### src/rtl/seg_reader.sv
// Samples an active-low multiplexed seven-segment bus and decodes each stable glyph to a hex nibble per digit.
// Updates land on the edge that completes a STABLE_CYCLES run; events leave through a one-entry valid/ready buffer.
module seg_reader #(
  parameter int STABLE_CYCLES = 4
) (
  input  logic        clk,
  input  logic        reset,
  input  logic [6:0]  seg_n,
  input  logic [1:0]  dig_sel,
  output logic [15:0] digits,
  output logic [3:0]  dig_valid,
  output logic        upd_valid,
  input  logic        upd_ready,
  output logic [1:0]  upd_idx,
  output logic [3:0]  upd_val,
  output logic        upd_bad,
  output logic        err_illegal,
  output logic        err_overrun
);
  localparam logic [3:0] CNT_SAT = 4'(STABLE_CYCLES);
  localparam logic [3:0] CNT_ACC = 4'(STABLE_CYCLES - 1);

  logic [8:0]  prev_q, prev_d;
  logic        prev_vld_q, prev_vld_d;
  logic [3:0]  cnt_q, cnt_d;
  logic [15:0] digits_q, digits_d;
  logic [3:0]  dig_valid_q, dig_valid_d;
  logic        upd_valid_q, upd_valid_d;
  logic [1:0]  upd_idx_q, upd_idx_d;
  logic [3:0]  upd_val_q, upd_val_d;
  logic        upd_bad_q, upd_bad_d;
  logic        err_illegal_q, err_illegal_d;
  logic        err_overrun_q, err_overrun_d;

  logic [8:0]  samp;
  logic        same, accept, glyph_legal, glyph_blank, ev_gen, ev_load;
  logic [3:0]  glyph_val;

  always_comb begin
    glyph_legal = 1'b1;
    glyph_blank = 1'b0;
    glyph_val   = 4'h0;
    case (seg_n)
      7'h40: glyph_val = 4'h0;
      7'h79: glyph_val = 4'h1;
      7'h24: glyph_val = 4'h2;
      7'h30: glyph_val = 4'h3;
      7'h19: glyph_val = 4'h4;
      7'h12: glyph_val = 4'h5;
      7'h02: glyph_val = 4'h6;
      7'h78: glyph_val = 4'h7;
      7'h00: glyph_val = 4'h8;
      7'h18: glyph_val = 4'h9;
      7'h08: glyph_val = 4'hA;
      7'h03: glyph_val = 4'hB;
      7'h46: glyph_val = 4'hC;
      7'h21: glyph_val = 4'hD;
      7'h06: glyph_val = 4'hE;
      7'h0E: glyph_val = 4'hF;
      7'h7F: begin glyph_legal = 1'b0; glyph_blank = 1'b1; end
      default: glyph_legal = 1'b0;
    endcase
  end

  always_comb begin
    samp = {dig_sel, seg_n};
    // prev_vld_q stands in for the 0x1FF sentinel, which would otherwise alias digit 3 showing blank
    same       = prev_vld_q && (samp == prev_q);
    prev_d     = samp;
    prev_vld_d = 1'b1;
    cnt_d      = same ? ((cnt_q == CNT_SAT) ? CNT_SAT : cnt_q + 4'd1) : 4'd1;
    accept     = same && (cnt_q == CNT_ACC);

    digits_d      = digits_q;
    dig_valid_d   = dig_valid_q;
    err_illegal_d = err_illegal_q;
    err_overrun_d = err_overrun_q;
    if (accept) begin
      dig_valid_d[dig_sel] = glyph_legal;
      if (glyph_legal) digits_d[{dig_sel, 2'b00} +: 4] = glyph_val;
      if (!glyph_legal && !glyph_blank) err_illegal_d = 1'b1;
    end

    ev_gen  = accept && !glyph_blank;
    ev_load = ev_gen && (!upd_valid_q || upd_ready);
    if (ev_gen && !ev_load) err_overrun_d = 1'b1;

    upd_valid_d = upd_valid_q && !upd_ready;
    upd_idx_d   = upd_idx_q;
    upd_val_d   = upd_val_q;
    upd_bad_d   = upd_bad_q;
    if (ev_load) begin
      upd_valid_d = 1'b1;
      upd_idx_d   = dig_sel;
      upd_val_d   = glyph_legal ? glyph_val : 4'h0;
      upd_bad_d   = !glyph_legal;
    end
  end

  always_ff @(posedge clk or posedge reset) begin
    if (reset) begin
      prev_q        <= 9'h1FF;
      prev_vld_q    <= 1'b0;
      cnt_q         <= 4'd0;
      digits_q      <= 16'h0;
      dig_valid_q   <= 4'h0;
      upd_valid_q   <= 1'b0;
      upd_idx_q     <= 2'd0;
      upd_val_q     <= 4'h0;
      upd_bad_q     <= 1'b0;
      err_illegal_q <= 1'b0;
      err_overrun_q <= 1'b0;
    end else begin
      prev_q        <= prev_d;
      prev_vld_q    <= prev_vld_d;
      cnt_q         <= cnt_d;
      digits_q      <= digits_d;
      dig_valid_q   <= dig_valid_d;
      upd_valid_q   <= upd_valid_d;
      upd_idx_q     <= upd_idx_d;
      upd_val_q     <= upd_val_d;
      upd_bad_q     <= upd_bad_d;
      err_illegal_q <= err_illegal_d;
      err_overrun_q <= err_overrun_d;
    end
  end

  assign digits      = digits_q;
  assign dig_valid   = dig_valid_q;
  assign upd_valid   = upd_valid_q;
  assign upd_idx     = upd_idx_q;
  assign upd_val     = upd_val_q;
  assign upd_bad     = upd_bad_q;
  assign err_illegal = err_illegal_q;
  assign err_overrun = err_overrun_q;
endmodule

### config.mk
export PLATFORM = sky130hd
export DESIGN_NAME = seg_reader
export DESIGN_NICKNAME = d
export VERILOG_FILES = /design/src/rtl/seg_reader.sv
export SDC_FILE = /design/constraint.sdc
export NUM_CORES = 1
export LEC_CHECK = 0
export CAP_MARGIN = 20
export CORE_MARGIN = 5
export CORE_UTILIZATION = 56
export CTS_CLUSTER_SIZE = 28
export DETAILED_ROUTE_END_ITERATION = 6
export GPL_ROUTABILITY_DRIVEN = 0
export PLACE_DENSITY = 0.9
export SKIP_CTS_REPAIR_TIMING = 1
export SYNTH_ARGS = -nofsm -noshare
export SYNTH_HDL_FRONTEND = slang
export SYNTH_SLANG_ARGS = --single-unit
### constraint.sdc
create_clock -name clk -period 4.6 [get_ports clk]
set_clock_uncertainty 0.05 [all_clocks]
set_input_delay 0.92 -clock clk [delete_from_list [all_inputs] [get_ports clk]]
set_output_delay 0.92 -clock clk [all_outputs]
set_load 0.03 [all_outputs]
==> results of run 1 <==
-- state kept, by name, summed over array words and instances, names as in the netlist --
register	count
upd_idx	2
dig_valid	4
err_overrun	1
prev_vld_q	1
digits	16
upd_bad	1
upd_valid	1
cnt_q	4
upd_val	4
err_illegal	1
prev_q	9
-- area by class of cell --
| class | count | area [µm²] | share of cell area |
|---|---|---|---|
| clock inverters | 2 | 10.0 | 0.00333 |
| inverters | 28 | 105 | 0.0349 |
| well taps | 52 | 65.1 | 0.0216 |
| repair buffers | 45 | 440 | 0.146 |
| clock buffers | 6 | 82.6 | 0.0274 |
| multi-input cells | 151 | 1190 | 0.397 |
| flip-flops and latches | 44 | 1110 | 0.369 |
-- per-layer routing --
metal | global-route usage | up-vias
li1 | - | 899
met4 | 0.0664 | 0
met3 | 0.0363 | 10
met1 | 0.255 | 929
met2 | 0.309 | 93
met5 | 0 | -
-- worst paths after layout --
kind / cells past startpoint / from / end / slack (ps)
max: 6 / seg_n[0] / upd_bad / 1120
min: 1 / err_illegal / err_illegal / 410
max reg2reg: 5 / prev_q[3] / upd_bad / 2210
min reg2reg: 1 / err_illegal / err_illegal / 410
max in group asynchronous: 3 / reset / prev_q[6] / 3090
min in group asynchronous: 3 / reset / upd_valid / 1020
-- cell usage in the layout (no fill, tap or decap), types with 2 or more instances in the layout --
cell | netlist | routed
a21oi_1 | 3 | 3
nor4bb_1 | 2 | 2
nor2_1 | 12 | 12
nand4_1 | 7 | 7
a21o_1 | 6 | 6
nor4_1 | 2 | 2
nor3_1 | 8 | 8
nand3_1 | 6 | 6
a21boi_0 | 2 | 2
dfstp_2 | 9 | 9
and3_1 | 5 | 5
clkinv_2 | 0 | 2
mux2_4 | 8 | 8
and4bb_2 | 3 | 3
o22ai_1 | 3 | 3
nand2_1 | 10 | 10
clkbuf_8 | 0 | 6
inv_1 | 28 | 28
a32oi_1 | 2 | 2
a211oi_1 | 3 | 3
xnor2_2 | 2 | 2
ha_1 | 6 | 6
o21ai_0 | 12 | 12
nor3b_1 | 5 | 5
and2_1 | 2 | 2
a311oi_4 | 3 | 3
clkdlybuf4s50_1 | 0 | 41
xnor2_1 | 8 | 8
buf_4 | 4 | 4
mux2i_1 | 12 | 12
dfrtp_1 | 35 | 35
-- worst register-to-register path, cell delays in order (launching register included) --
cell     delay [ps]
dfstp_2         540
xnor2_1         140
nand4_1         120
or4_4           620
nor3_4          470
mux2_4          340
-- logic make-up (layout without fill, tap and decap cells) --
kind of cell	count (synthesis)	after routing
DFF	44	44
and+or+nand+nor	71	71
adders and majority gates	6	6
buffers and inverters	41	81
xor gates and xnor gates	11	11
AOI/OAI and AO/OA	42	42
muxes	20	20
other	1	1
-- power breakdown --
part           internal [mW]  switching [mW]  total, mW
clock                  0.120           0.130      0.250
sequential             0.394         0.00229      0.397
combinational         0.0305          0.0509     0.0814
==> results.txt, run 1 <==
Hold/Removal Path Class: flip-flop to flip-flop
CTS H-tree lvls: 2
post-route cell area: 0.00301 mm²
Post-route DRC: 0
net count after synthesis: 254
Ys Warns: 0
worst setup path class: input pin to flip-flop
P&R area growth vs syn: 20.2%
placed cell area: 0.00292 mm²
Worst-path clk slew: 80 ps
Mapped Cells: 236
maximum clock rate: 287 MHz
Pleak: 1.32 nW
sequential-to-total area share from yosys stat: 0.444
Post-synth top cells: dfrtp_1 (35), inv_1 (28), mux2i_1 (12), nor2_1 (12), o21ai_0 (12)
syn_area_per_cell: 10.6 µm²
Chip Height: 76.9 µm
Critical Path Start Type: input pin
compound-gate portion of the synthesized area: 0.135
cell area after synthesis: 0.00250 mm²
DRT Pass-1 Iters: 4
Slowest cell on crit path: clkdlybuf4s50_1
initial antenna violation count: 0
dominant synthesized flop cell: dfrtp_1
synth top area cells: dfrtp_1 (35%), dfstp_2 (9.4%), mux2i_1 (4.8%)
Pwr Density: 242 mW/mm²
WL met3: 406 µm
post-synth top area cell: dfrtp_1
ANT nets after route: 0
DRT iter0 DRCs: 127
clk_lat worst skew: 290 ps
die area: 0.00591 mm²
Core Area: 0.00435 mm²
Max clock buf depth: 2
async set or reset register ratio after synthesis: 1.00
vias in the first global route: 1,921
final hold slack: 406 ps
mux cell area share after synthesis: 0.0959
share of cells above drive strength 1: 0.145
CP endpoint kind: flip-flop
CTS Buf Count: 5
CP Max Fanout: 20
most common cell in the netlist: dfrtp_1
setup violators final: 0
drt total wl: 5470 µm
FP Rows: 24
max_cap viols: 0
Post-DP HPWL: 3890 µm
Vias: 1,931
status: finished clean
crit path time final: 3480 ps
wire length on met1: 2290 µm
TritonCTS clock tree: yes
fin cells: 328
Critical Path Max Stage Delay: 940 ps
Die X: 76.9 µm
vias per inst: 5.89
total chip power: 0.727 mW
gr usage total: 0.191
unrepaired setup endpoints after global routing: no
Synth Area in Simple Gates: 0.170
Final Util: 0.691
Crit path required time: 4730 ps
CP cell instances: clkdlybuf4s50_1 -> xnor2_2 -> nand4_1 -> or4_4 -> nor3_4 -> mux2_4
CP top delay family: simple AND/OR/NAND/NOR gates
Yosys reg bits: 44
Final Max Slew Viols: 0
IO Port Bufs: 41
worst path bufs/invs: 1
critical path data arrival time: 3610 ps
synth unique cells: 50
post-route setup TNS: 0 ps
Post-synth EDFFs: 0
top cell type's share of synthesized area: 0.350
Worst IR Drop VDD: 143 µV
filler cell count: 334
clock sinks: 44
pre-CTS WS: 845 ps
Antenna Diode Count: 0
Final Cycle Share: 0.756
final net count: 293
first-pass GRT wire length: 9360 µm
largest net degree at the start of global routing: 45
Inst Count DP: 320
final hold violation count: 0
Slew @ Worst Pin: 768 ps
initial core utilization: 0.575
main combinational cell family by area after synthesis: simple AND/OR/NAND/NOR gates
num ports: 42
total grt overflow: 0
XOR/XNOR Fraction of Synth Area: 0.0445
Final Worst Setup Slack: 1120 ps
relative slew slack: 0.481
Max Used Layer: met4
Synth Area in Adders: 0.0300
met2 wire length: 2680 µm
DR WL/cell: 16.7 µm
root buffer cell: clkbuf_8
Note: power is estimated with default switching activity, not from simulation.
==> run 2: changes to the inputs <==
--- a/config.mk
+++ b/config.mk
@@ -7,11 +7,11 @@
 export LEC_CHECK = 0
 export CAP_MARGIN = 20
 export CORE_MARGIN = 5
-export CORE_UTILIZATION = 56
+export CORE_UTILIZATION = 53
 export CTS_CLUSTER_SIZE = 28
 export DETAILED_ROUTE_END_ITERATION = 6
 export GPL_ROUTABILITY_DRIVEN = 0
-export PLACE_DENSITY = 0.9
+export PLACE_DENSITY = 0.87
 export SKIP_CTS_REPAIR_TIMING = 1
 export SYNTH_ARGS = -nofsm -noshare
 export SYNTH_HDL_FRONTEND = slang
==> constraint.sdc (replaced) <==
create_clock -name clk -period 3.5 [get_ports clk]
set_clock_uncertainty 0.05 [all_clocks]
set_input_delay 0.7 -clock clk [delete_from_list [all_inputs] [get_ports clk]]
set_output_delay 0.7 -clock clk [all_outputs]
set_load 0.03 [all_outputs]
==> run 2 against run 1 <==
Effect of this change: cell count is 3.4% higher; highest routed layer unchanged; first-iteration DRC count grew 13%; critical path depth up 1; register-to-register slack got worse by 1100 ps; clock power is 52% higher; via count down 0.93%; non-clock buffer count is 9 higher; utilization shrank 2.7 points; sequential power rose by 31%; worst hold slack better by 1.5 ps; clock-buffer cell count did not move.
==> results.txt, run 2 (synthesis results as in run 1) <==
worst setup path class: input pin to flip-flop (unchanged)
clock share of power: 0.375 (was 0.343)
flip-flop count of the largest register after layout: 16 (unchanged)
busiest grt layer: met2 (unchanged)
Psw: 0.238 mW (was 0.183 mW)
Sw Ratio: 0.235 (was 0.251)
total chip power: 1.01 mW (was 0.727 mW)
Pleak: 1.37 nW (was 1.32 nW)
die area: 0.00620 mm² (was 0.00591 mm²)
multi-input logic area: 0.00119 mm² (unchanged)
grt met1 use: 0.252 (was 0.255)
M3 GR Usage: 0.0272 (was 0.0363)
CTS H-tree lvls: 2 (unchanged)
Max clock buf depth: 2 (unchanged)
placed cell area: 0.00299 mm² (was 0.00292 mm²)
CP cell instances: clkdlybuf4s50_1 -> buf_4 -> nor4bb_1 -> o31ai_1 -> and3_1 -> a311oi_4 -> mux2_4 (was clkdlybuf4s50_1 -> xnor2_2 -> nand4_1 -> or4_4 -> nor3_4 -> mux2_4)
Worst-path clk slew: 80 ps (about the same)
vias in the first global route: 1,912 (was 1,921)
Crit path required time: 3640 ps (was 4730 ps)
share of cells above drive strength 1: 0.168 (was 0.145)
Reg area: 0.00111 mm² (unchanged)
Die X: 78.7 µm (was 76.9 µm)
setup violators final: 0 (unchanged)
internal power: 0.775 mW (was 0.545 mW)
Hold/Removal Path Class: flip-flop to flip-flop (unchanged)
DR WL/cell: 15.8 µm (was 16.7 µm)
crit path time final: 3020 ps
critical path data arrival time: 3160 ps (was 3610 ps)
initial antenna violation count: 0 (unchanged)
Chip Height: 78.7 µm (was 76.9 µm)
post-route setup TNS: 0 ps (unchanged)
gr usage total: 0.191 (about the same)
Pwr Density: 327 mW/mm² (was 242 mW/mm²)
final hold violation count: 0 (unchanged)
CP endpoint kind: flip-flop (unchanged)
Critical Path Start Type: input pin (unchanged)
Final Max Slew Viols: 0 (unchanged)
Post-route DRC: 0 (unchanged)
FP Rows: 25 (was 24)
relative slew slack: 0.537 (was 0.481)
pre-CTS WS: 182 ps (was 845 ps)
Slew @ Worst Pin: 691 ps (was 768 ps)
clk_lat worst skew: 290 ps (about the same)
first-pass GRT wire length: 9330 µm (was 9360 µm)
Critical Path Max Stage Delay: 690 ps (was 940 ps)
total grt overflow: 0 (unchanged)
root buffer cell: clkbuf_8 (unchanged)
largest net degree at the start of global routing: 45 (unchanged)
Post-DP HPWL: 4100 µm (was 3890 µm)
Setup crit start: seg_n[1] (was seg_n[0])
commonest non-fill, non-tap cells in the layout: clkdlybuf4s50_1 (41), dfrtp_1 (35), inv_1 (28) (unchanged)
Core Area: 0.00466 mm² (was 0.00435 mm²)
initial core utilization: 0.537 (was 0.575)
CP Max Fanout: 10 (was 20)
hold depth: 1 (unchanged)
Antenna Diode Count: 0 (unchanged)
commonest non-fill, non-tap cell in the layout: clkdlybuf4s50_1 (unchanged)
worst path bufs/invs: 2 (was 1)
final net count: 302 (was 293)
P&R area growth vs syn: 23.6% (was 20.2%)
IO Port Bufs: 41 (unchanged)
num ports: 42 (unchanged)
Vias: 1,913 (was 1,931)
HP Start: err_illegal (unchanged)
filler cell count: 350 (was 334)
maximum clock rate: 331 MHz
status: finished clean (unchanged)
Final Cycle Share: 0.863
clock sinks: 44 (unchanged)
ANT nets after route: 0 (unchanged)
Gate power share: 0.111 (was 0.112)
cells on worst reg2reg path: 5 (unchanged)
unrepaired setup endpoints after global routing: no (unchanged)
DRT Pass-1 Iters: 4 (unchanged)
DRT iter0 DRCs: 143 (was 127)
CP top delay family: buffers and inverters (was simple AND/OR/NAND/NOR gates)
Final Worst Setup Slack: 481 ps (was 1120 ps)
post-route cell area: 0.00310 mm² (was 0.00301 mm²)
Worst R2R Start: prev_q[7] (was prev_q[3])
drt total wl: 5360 µm (was 5470 µm)
Worst IR Drop VDD: 157 µV (was 143 µV)
max_cap viols: 0 (unchanged)
Stages on worst setup path: 7 (was 6)
vias per inst: 5.64 (was 5.89)
Slowest cell on crit path: clkdlybuf4s50_1 (unchanged)
M2 GR Usage: 0.305 (was 0.309)
CTS Buf Count: 5 (unchanged)
TritonCTS clock tree: yes (unchanged)
sequential power share: 0.514 (was 0.545)
run 2: changes by cell type in the layout (fill, tap and decap cells not counted):
cell       change
clkbuf_8       -1
clkbuf_1       +1
clkinv_2       -1
buf_4          +9
bufinv_16      +1
run 2: power groups by stage:
stage	Combinational [mW]	Clock, mW	Sequential (mW)
6_report	0.112	0.380	0.521
4_1_cts	0.112	0.385	0.521
2_1_floorplan	0.0756	0	0.530
3_3_place_gp	0.109	0	0.531
3_5_place_dp	0.111	0	0.531
5_1_grt	0.125	0.411	0.522
run 2: worst paths after layout:
kind	to	slack, ps
setup / recovery	digits[6]	480
hold / removal	err_illegal	410
setup reg to reg	digits[6]	1080
hold reg to reg	err_illegal	410
max in group asynchronous	prev_q[3]	2230
min in group asynchronous	cnt_q[2]	790
run 2: metal layers:
| metal | wire [µm] | vias up |
|---|---|---|
| met5 | 0 | - |
| met4 | 162 | 0 |
| met3 | 244 | 13 |
| met2 | 2620 | 58 |
| met1 | 2330 | 920 |
| li1 | - | 922 |
run 2: stage by stage:
stage / util / cells / hold WS (ps)
finish: 0.664 / 339 / 407
global route: 0.664 / 339 / 440
CTS: 0.664 / 339 / 413
detailed placement: 0.641 / 331 / 394
global placement: 0.641 / 331 / 388
floorplan: - / 236 / 436
run 2: final cells by class:
cell class                      count  share of cell area
Sequential cell                    44               0.359
Timing Repair Buffer               54               0.164
Multi-Input combinational cell    151               0.386
Clock inverter                      2              0.0113
Tap cell                           54              0.0218
Inverter                           28              0.0340
Clock buffer                        6              0.0234
==> run 3: changes to the inputs <==
==> constraint.sdc (replaced) <==
create_clock -name clk -period 3.5 [get_ports clk]
set_clock_uncertainty 0.05 [all_clocks]
set_input_delay 0.35 -clock clk [delete_from_list [all_inputs] [get_ports clk]]
set_output_delay 0.35 -clock clk [all_outputs]
set_load 0.03 [all_outputs]
==> run 3 against run 2 <==
Effect of this change: worst hold slack got worse by 2.5 ps; sequential share of layout area increased by 0.68 points; register-to-register slack improved by 30 ps; critical endpoint is now digits[10]; combinational power about the same; wire length decreased by 1.3%; die area unchanged; largest cell class unchanged; setup slack improved by 230 ps; fmax increased by 8.4%.
==> results.txt, run 3 (synthesis results as in run 1) <==
Pwr Density: 306 mW/mm² (was 327 mW/mm²)
TritonCTS clock tree: yes (unchanged)
Final Worst Setup Slack: 714 ps (was 481 ps)
Post-DP HPWL: 3940 µm (was 4100 µm)
root buffer cell: clkbuf_8 (unchanged)
ANT nets after route: 0 (unchanged)
DRT Pass-1 Iters: 5 (was 4)
Slowest cell on crit path: clkdlybuf4s50_1 (unchanged)
Hold EP: err_illegal (unchanged)
num ports: 42 (unchanged)
Vias: 1,907 (was 1,913)
P&R area growth vs syn: 21.3% (was 23.6%)
commonest non-fill, non-tap cell in the layout: clkdlybuf4s50_1 (unchanged)
CP Max Fanout: 16 (was 10)
placed cell area: 0.00296 mm² (was 0.00299 mm²)
CTS H-tree lvls: 2 (unchanged)
cells on worst reg2reg path: 5 (unchanged)
Final Cycle Share: 0.796 (was 0.863)
setup violators final: 0 (unchanged)
CP endpoint kind: flip-flop (unchanged)
clk_lat worst skew: 290 ps (about the same)
grt met1 use: 0.238 (was 0.252)
commonest non-fill, non-tap cells in the layout: clkdlybuf4s50_1 (41), dfrtp_1 (35), inv_1 (28) (unchanged)
total chip power: 0.931 mW (was 1.01 mW)
critical path data arrival time: 2920 ps (was 3160 ps)
Critical Path Max Stage Delay: 790 ps (was 690 ps)
relative slew slack: 0.409 (was 0.537)
largest net degree at the start of global routing: 45 (unchanged)
max_cap viols: 0 (unchanged)
Final Max Slew Viols: 0 (unchanged)
Stages on worst setup path: 6 (was 7)
DRT iter0 DRCs: 118 (was 143)
Core Area: 0.00466 mm² (unchanged)
Antenna Diode Count: 0 (unchanged)
drt total wl: 5290 µm (was 5360 µm)
Post-route DRC: 0 (unchanged)
Hold/Removal Path Class: flip-flop to flip-flop (unchanged)
busiest grt layer: met2 (unchanged)
die area: 0.00620 mm² (unchanged)
r2r setup slk: 1110 ps (was 1080 ps)
M3 GR Usage: 0.0329 (was 0.0272)
CP top delay family: buffers and inverters (unchanged)
pre-CTS WS: 419 ps (was 182 ps)
FP Rows: 25 (unchanged)
M2 GR Usage: 0.296 (was 0.305)
Inst Count DP: 327 (was 331)
DR WL/cell: 15.8 µm (about the same)
Die X: 78.7 µm (unchanged)
maximum clock rate: 359 MHz (was 331 MHz)
CTS Buf Count: 5 (unchanged)
first-pass GRT wire length: 8850 µm (was 9330 µm)
clock sinks: 44 (unchanged)
initial core utilization: 0.537 (unchanged)
Critical Path Start Type: input pin (unchanged)
gr usage total: 0.182 (was 0.191)
post-route cell area: 0.00304 mm² (was 0.00310 mm²)
hold depth: 1 (unchanged)
Slew @ Worst Pin: 875 ps (was 691 ps)
crit path time final: 2790 ps (was 3020 ps)
vias per inst: 5.69 (was 5.64)
share of cells above drive strength 1: 0.149 (was 0.168)
flip-flop count of the largest register after layout: 16 (unchanged)
Worst-path clk slew: 80 ps (about the same)
Max clock buf depth: 2 (unchanged)
status: finished clean (unchanged)
IO Port Bufs: 41 (unchanged)
unrepaired setup endpoints after global routing: no (unchanged)
post-route setup TNS: 0 ps (unchanged)
Crit Reg-Reg Endpoint: digits[10] (was digits[6])
Chip Height: 78.7 µm (unchanged)
CP cell instances: clkdlybuf4s50_1 -> xnor2_1 -> nand4_1 -> or4_4 -> a311oi_4 -> mux2_4 (was clkdlybuf4s50_1 -> buf_4 -> nor4bb_1 -> o31ai_1 -> and3_1 -> a311oi_4 -> mux2_4)
fin cells: 335 (was 339)
Worst R2R Start: prev_q[7] (unchanged)
worst setup path class: input pin to flip-flop (unchanged)
Worst IR Drop VDD: 156 µV (was 157 µV)
initial antenna violation count: 0 (unchanged)
total grt overflow: 0 (unchanged)
Crit path required time: 3640 ps (about the same)
HP Start: err_illegal (unchanged)
Pleak: 1.34 nW (was 1.37 nW)
vias in the first global route: 1,847 (was 1,912)
final net count: 298 (was 302)
final hold violation count: 0 (unchanged)
worst path bufs/invs: 1 (was 2)
[run 3: cell count changes in the layout (fill, tap and decap cells not counted), sizes merged]
cell,before,now
buf,13,9
clkbuf,6,8
bufinv,1,0
clkinv,1,0
[run 3: cell type report]
type	count	area [µm²]
Multi-Input combinational cell	151	1190
Fill cell	364	1620
Timing Repair Buffer	50	478
Sequential cell	44	1110
Inverter	28	105
Clock buffer	8	80.1
Tap cell	54	67.6
[run 3: metrics by stage]
| step | hold slack, ps | utilization |
|---|---|---|
| after floorplan | 304 | - |
| after global placement | 388 | 0.635 |
| after detailed placement | 395 | 0.635 |
| after CTS | 412 | 0.652 |
| after global routing | 449 | 0.652 |
| final | 405 | 0.652 |
[run 3: per-layer routing]
metal / vias to the layer above / routed length [µm]
li1: 913 / -
met1: 923 / 2290
met2: 58 / 2650
met3: 13 / 222
met4: 0 / 127
met5: - / 0
[run 3: worst max path at each step]
stage              start          to  slack, ps
2_1_floorplan  prev_q[3]   digits[6]       1210
3_3_place_gp    seg_n[3]  upd_val[3]        490
3_5_place_dp    seg_n[3]  digits[10]        420
4_1_cts         seg_n[2]   digits[6]        740
5_1_grt         seg_n[3]  digits[10]        580
6_report        seg_n[3]  digits[10]        710
[run 3: report_power, final]
group | total (mW) | internal (mW) | switching (mW) | leakage (nW)
Combinational | 0.109 | 0.0428 | 0.0658 | 0.800
Clock | 0.301 | 0.142 | 0.159 | 0.0395
Sequential | 0.521 | 0.518 | 0.00321 | 0.498
==> patch 1, RTL diff (settings of run 3) <==
Reset style: synchronous (`reset`), changed in one clocked block.
--- a/src/rtl/seg_reader.sv
+++ b/src/rtl/seg_reader.sv
@@ -98,5 +98,5 @@
   end
 
-  always_ff @(posedge clk or posedge reset) begin
+  always_ff @(posedge clk) begin
     if (reset) begin
       prev_q        <= 9'h1FF;
Function: differs if reset is asserted again (counterexample within 10 cycles, from zero or initial values and one cycle with reset high); with reset held inactive, the same outputs for 10 cycles.
==> patch 1 against run 3 <==
Register-to-register slack gained 0.16 ns; fmax grew 1.3%; wire length shrank 4.0%; via count grew 0.68%; combinational power shrank 6%; sequential cell count is the same; worst setup slack gained 0.037 ns; count of clock-buffer cells in the layout shrank 2; power grew 6.5%; synthesized area shrank 14%; worst hold slack gained 0.020 ns; cell area shrank 11%.
==> patch 1: results (changes against run 3) <==
qor: finish.largest_register_ffs 16 [unchanged]
qor: critical_path.slowest_delay 0.66 ns [-0.13 ns]
qor: placement.worst_slack_after_detailed_placement 0.503 ns [+0.0839 ns]
qor: critical_path.timing.reg2reg.worst_path_depth 7 [+2]
qor: power.netSwitchingPower 232 uW [+1.9%]
qor: finish.final_layout_size_suffix_gt1_share 7.45% [-7.5 points]
qor: critical_path.regToRegSetupSlack 1.27 ns [+0.16 ns]
qor: placement.place_hpwl 3740 um [-5.0%]
qor: worst_hold_path.timing.hold.worst.start digits[3]
qor: worst_hold_path.timing.hold.worst_endpoint digits[3]
qor: global_route.grt_start_max_net_pins 19 [-58%]
qor: drt.number_of_drc_markers_after_the_initial_detailed_route_iteration 127 [+7.6%]
qor: drt.detail_route.first_pass.iterations 4 [-1]
qor: sta.max_slew.worst_pin.slew 0.513 ns [-0.362 ns]
qor: critical_path.critPathTopFamily simple AND/OR/NAND/NOR gates
qor: status.run_status finished clean
qor: yosys.synth_cell_type_count 50 [unchanged]
qor: yosys.netlist_instances 243 [+3.0%]
qor: global_route.initial_antenna_violation_count 0 [unchanged]
qor: power.worst_ir_drop_vdd 0.248 mV [+59%]
qor: finish.antenna_cells_inserted 0 [unchanged]
qor: yosys.yosys-top-cells-area sky130_fd_sc_hd__dfxtp_1, sky130_fd_sc_hd__a22o_1, sky130_fd_sc_hd__xnor2_1
qor: drt.vias_per_cell 5.78 [+1.6%]
qor: worst_hold_path.hold_path_depth 2 [+1]
qor: global_route.global_route_wire_length_before_repair 8510 um [-3.8%]
qor: placement.dp_cells 324 [-0.92%]
qor: drt.drt-wirelength-per-cell 15.3 um [-3.2%]
qor: critical_path.crit_slowest_cell sky130_fd_sc_hd__clkdlybuf4s50_1
qor: power.power_leakage 0.00103 uW [-23%]
qor: critical_path.cp.arrival 2.94 ns [+0.02 ns]
qor: placement.placed_area 2590 um^2 [-12%]
qor: finish.finalNetCount 299 [+0.34%]
qor: critical_path.r2r_end upd_val[0]
qor: global_route.grt_util_all_layers 20.1% [+1.9 points]
qor: sta.worst_hold_slack 0.425 ns [+0.0204 ns]
qor: yosys.synthTopCellsByCount sky130_fd_sc_hd__dfxtp_1, sky130_fd_sc_hd__nor2_1, sky130_fd_sc_hd__nand2_1
qor: drt.routed-via-count 1920 [+0.68%]
qor: yosys.async_reset_ff_share 0% [-100 points]
qor: critical_path.reg2reg_from cnt_q[0]
qor: yosys.synth.yosys.seq_area_share 40.8% [-3.6 points]
qor: yosys.syn-num-nets 261 [+2.8%]
qor: yosys.synth_ff_type sky130_fd_sc_hd__dfxtp_1
==> patch 1: cell families after synthesis <==
kind of cell	count (synthesis)	synth area share (%)
simple gates	107	27.7
compound gates	46	15.3
flops	44	40.8
buf+inv	20	3.89
xor+xnor	12	4.87
mux	8	3.94
fa+ha+maj	6	3.48
==> patch 1: how the worst max path moves through the flow <==
stage	startpoint	to	slack (ns)
2_1_floorplan	seg_n[3]	digits[4]	1.40
3_3_place_gp	seg_n[3]	digits[11]	0.63
3_5_place_dp	seg_n[3]	digits[10]	0.50
4_1_cts	seg_n[3]	digits[10]	0.80
5_1_grt	seg_n[3]	digits[10]	0.63
6_report	seg_n[3]	digits[10]	0.75
==> patch 1: routing by layer <==
metal | up-vias | wire [um] | track usage [%]
li1 | 940 | - | -
met1 | 904 | 2180 | 25.5
met2 | 66 | 2520 | 33.9
met3 | 10 | 290 | 4.79
met4 | 0 | 88 | 5.43
met5 | - | 0 | 0
==> patch 1: power groups by stage <==
stage	registers (uW)	logic [uW]	clock network, uW
global placement	522	97.6	0
detailed placement	522	100	0
floorplan	521	71.3	0
global route	511	112	405
CTS	510	102	380
finish	510	103	378
==> patch 1: layout make-up <==
class / instances / area (um^2)
sequential: 44 / 881
clock buffer: 6 / 72.6
tap: 50 / 62.6
clock inverter: 2 / 35.0
timing repair buffer: 43 / 425
fill: 334 / 1270
inverter: 8 / 30.0
multi-input combinational: 179 / 1190
==> patch 2, RTL diff (settings of run 3) <==
Made on the original files. Register the output `err_illegal` once more; this adds one clock of latency there. The other outputs are not delayed to match.
--- a/src/rtl/seg_reader.sv
+++ b/src/rtl/seg_reader.sv
@@ -132,5 +132,7 @@
   assign upd_val     = upd_val_q;
   assign upd_bad     = upd_bad_q;
-  assign err_illegal = err_illegal_q;
+  always_ff @(posedge clk) begin
+    err_illegal <= err_illegal_q;
+  end
   assign err_overrun = err_overrun_q;
 endmodule
Function: changed (a bounded check fails within 10 cycles, from zero or initial values and one cycle with reset high).
==> patch 2 against run 3 <==
Critical endpoint unchanged; count of clock-buffer cells in the layout is 3 lower; die area up 0.70%; worst setup slack got worse by 0.028 ns; wire length up 4.4%; register-to-register slack worse by 0.02 ns; cell area is 2.6% higher; sequential cell count grew 1; synthesized cell count up 0.42%; critical path depth did not move; power increased by 19%; synthesized area grew 0.80%.
==> patch 2: results (changes against run 3) <==
qor: drt.vias_per_cell 5.76 [+1.2%]
qor: drt.routed-wl-met2 2720 um [+2.7%]
qor: drt.detailroute.wirelength.met3 298 um [+34%]
qor: critical_path.regToRegSetupSlack 1.09 ns [-0.02 ns]
qor: status.run_status finished clean
qor: finish.sh_seq_area 36.3% [-0.27 points]
qor: critical_path.slowest_delay 0.87 ns [+0.08 ns]
qor: global_route.grt_util_all_layers 18.5% [+0.32 points]
qor: yosys.syn-num-nets 255 [+0.39%]
qor: yosys.async_reset_ff_share 97.8% [-2.2 points]
qor: critical_path.setup.worst_path.start seg_n[5]
qor: drt.wirelength_met1 2400 um [+4.6%]
qor: power.power_leakage 0.00137 uW [+2.8%]
qor: finish.layout.nonclk_buf_share 15.3% [-0.39 points]
qor: placement.placed_area 2980 um^2 [+0.68%]
qor: finish.clkCellAreaFrac 4.42% [+1.8 points]
qor: critical_path.critPathTopFamily compound AO/OA/AOI/OAI gates
qor: power.clock_power_share 42.1% [+9.8 points]
qor: worst_hold_path.timing.hold.worst_endpoint err_illegal
qor: yosys.synth.yosys.seq_area_share 44.8% [+0.44 points]
qor: critical_path.worst-path-max-fanout 18 [+2]
qor: yosys.synth_cell_type_count 51 [+2.0%]
qor: worst_hold_path.timing.hold.worst.start err_illegal_q
qor: sta.slew_headroom 48.6% [+7.7 points]
qor: drt.detail_route.first_pass.iterations 6 [+1]
qor: die.floorplan.die_area 6240 um^2 [+0.70%]
qor: placement.place_hpwl 4070 um [+3.3%]
qor: finish.final_layout_size_suffix_gt1_share 16.0% [+1.0 points]
qor: yosys.yosys-top-cells-area sky130_fd_sc_hd__dfrtp_1, sky130_fd_sc_hd__dfstp_2, sky130_fd_sc_hd__mux2i_1
qor: worst_hold_path.hold_path_depth 0 [-1]
qor: finish.finalNetCount 299 [+0.34%]
qor: power.worst_ir_drop_vdd 0.185 mV [+19%]
qor: power.intPower 860 uW [+22%]
qor: finish.n_sequential_cell 45 [+2.3%]
qor: drt.number_of_drc_markers_after_the_initial_detailed_route_iteration 99 [-16%]
qor: drt.totalWireLength 5520 um [+4.4%]
qor: global_route.grt.met3_usage 3.63% [+0.34 points]
==> patch 2: per-stage QoR <==
stage | instances | power, uW | hold WS [ns] | utilization [%] | setup slack (ns)
after floorplan | 237 | 618 | 0.299 | - | 1.21
after global placement | 328 | 648 | 0.311 | 63.9 | 0.501
after detailed placement | 328 | 651 | 0.324 | 63.9 | 0.400
after CTS | 336 | 1120 | 0.344 | 66.8 | 0.723
after global routing | 336 | 1150 | 0.361 | 66.8 | 0.562
final | 336 | 1110 | 0.341 | 66.8 | 0.686
==> patch 2: kinds of logic (layout without fill, tap and decap cells) <==
family | Yosys count | in the layout | synth area share, %
compound gates | 42 | 42 | 13.4
xor+xnor | 11 | 11 | 4.41
fa+ha+maj | 6 | 6 | 2.97
buf+inv | 41 | 86 | 7.83
flops | 45 | 45 | 44.8
mux | 20 | 20 | 9.51
other cells | 1 | 1 | 0.149
simple gates | 71 | 71 | 16.8
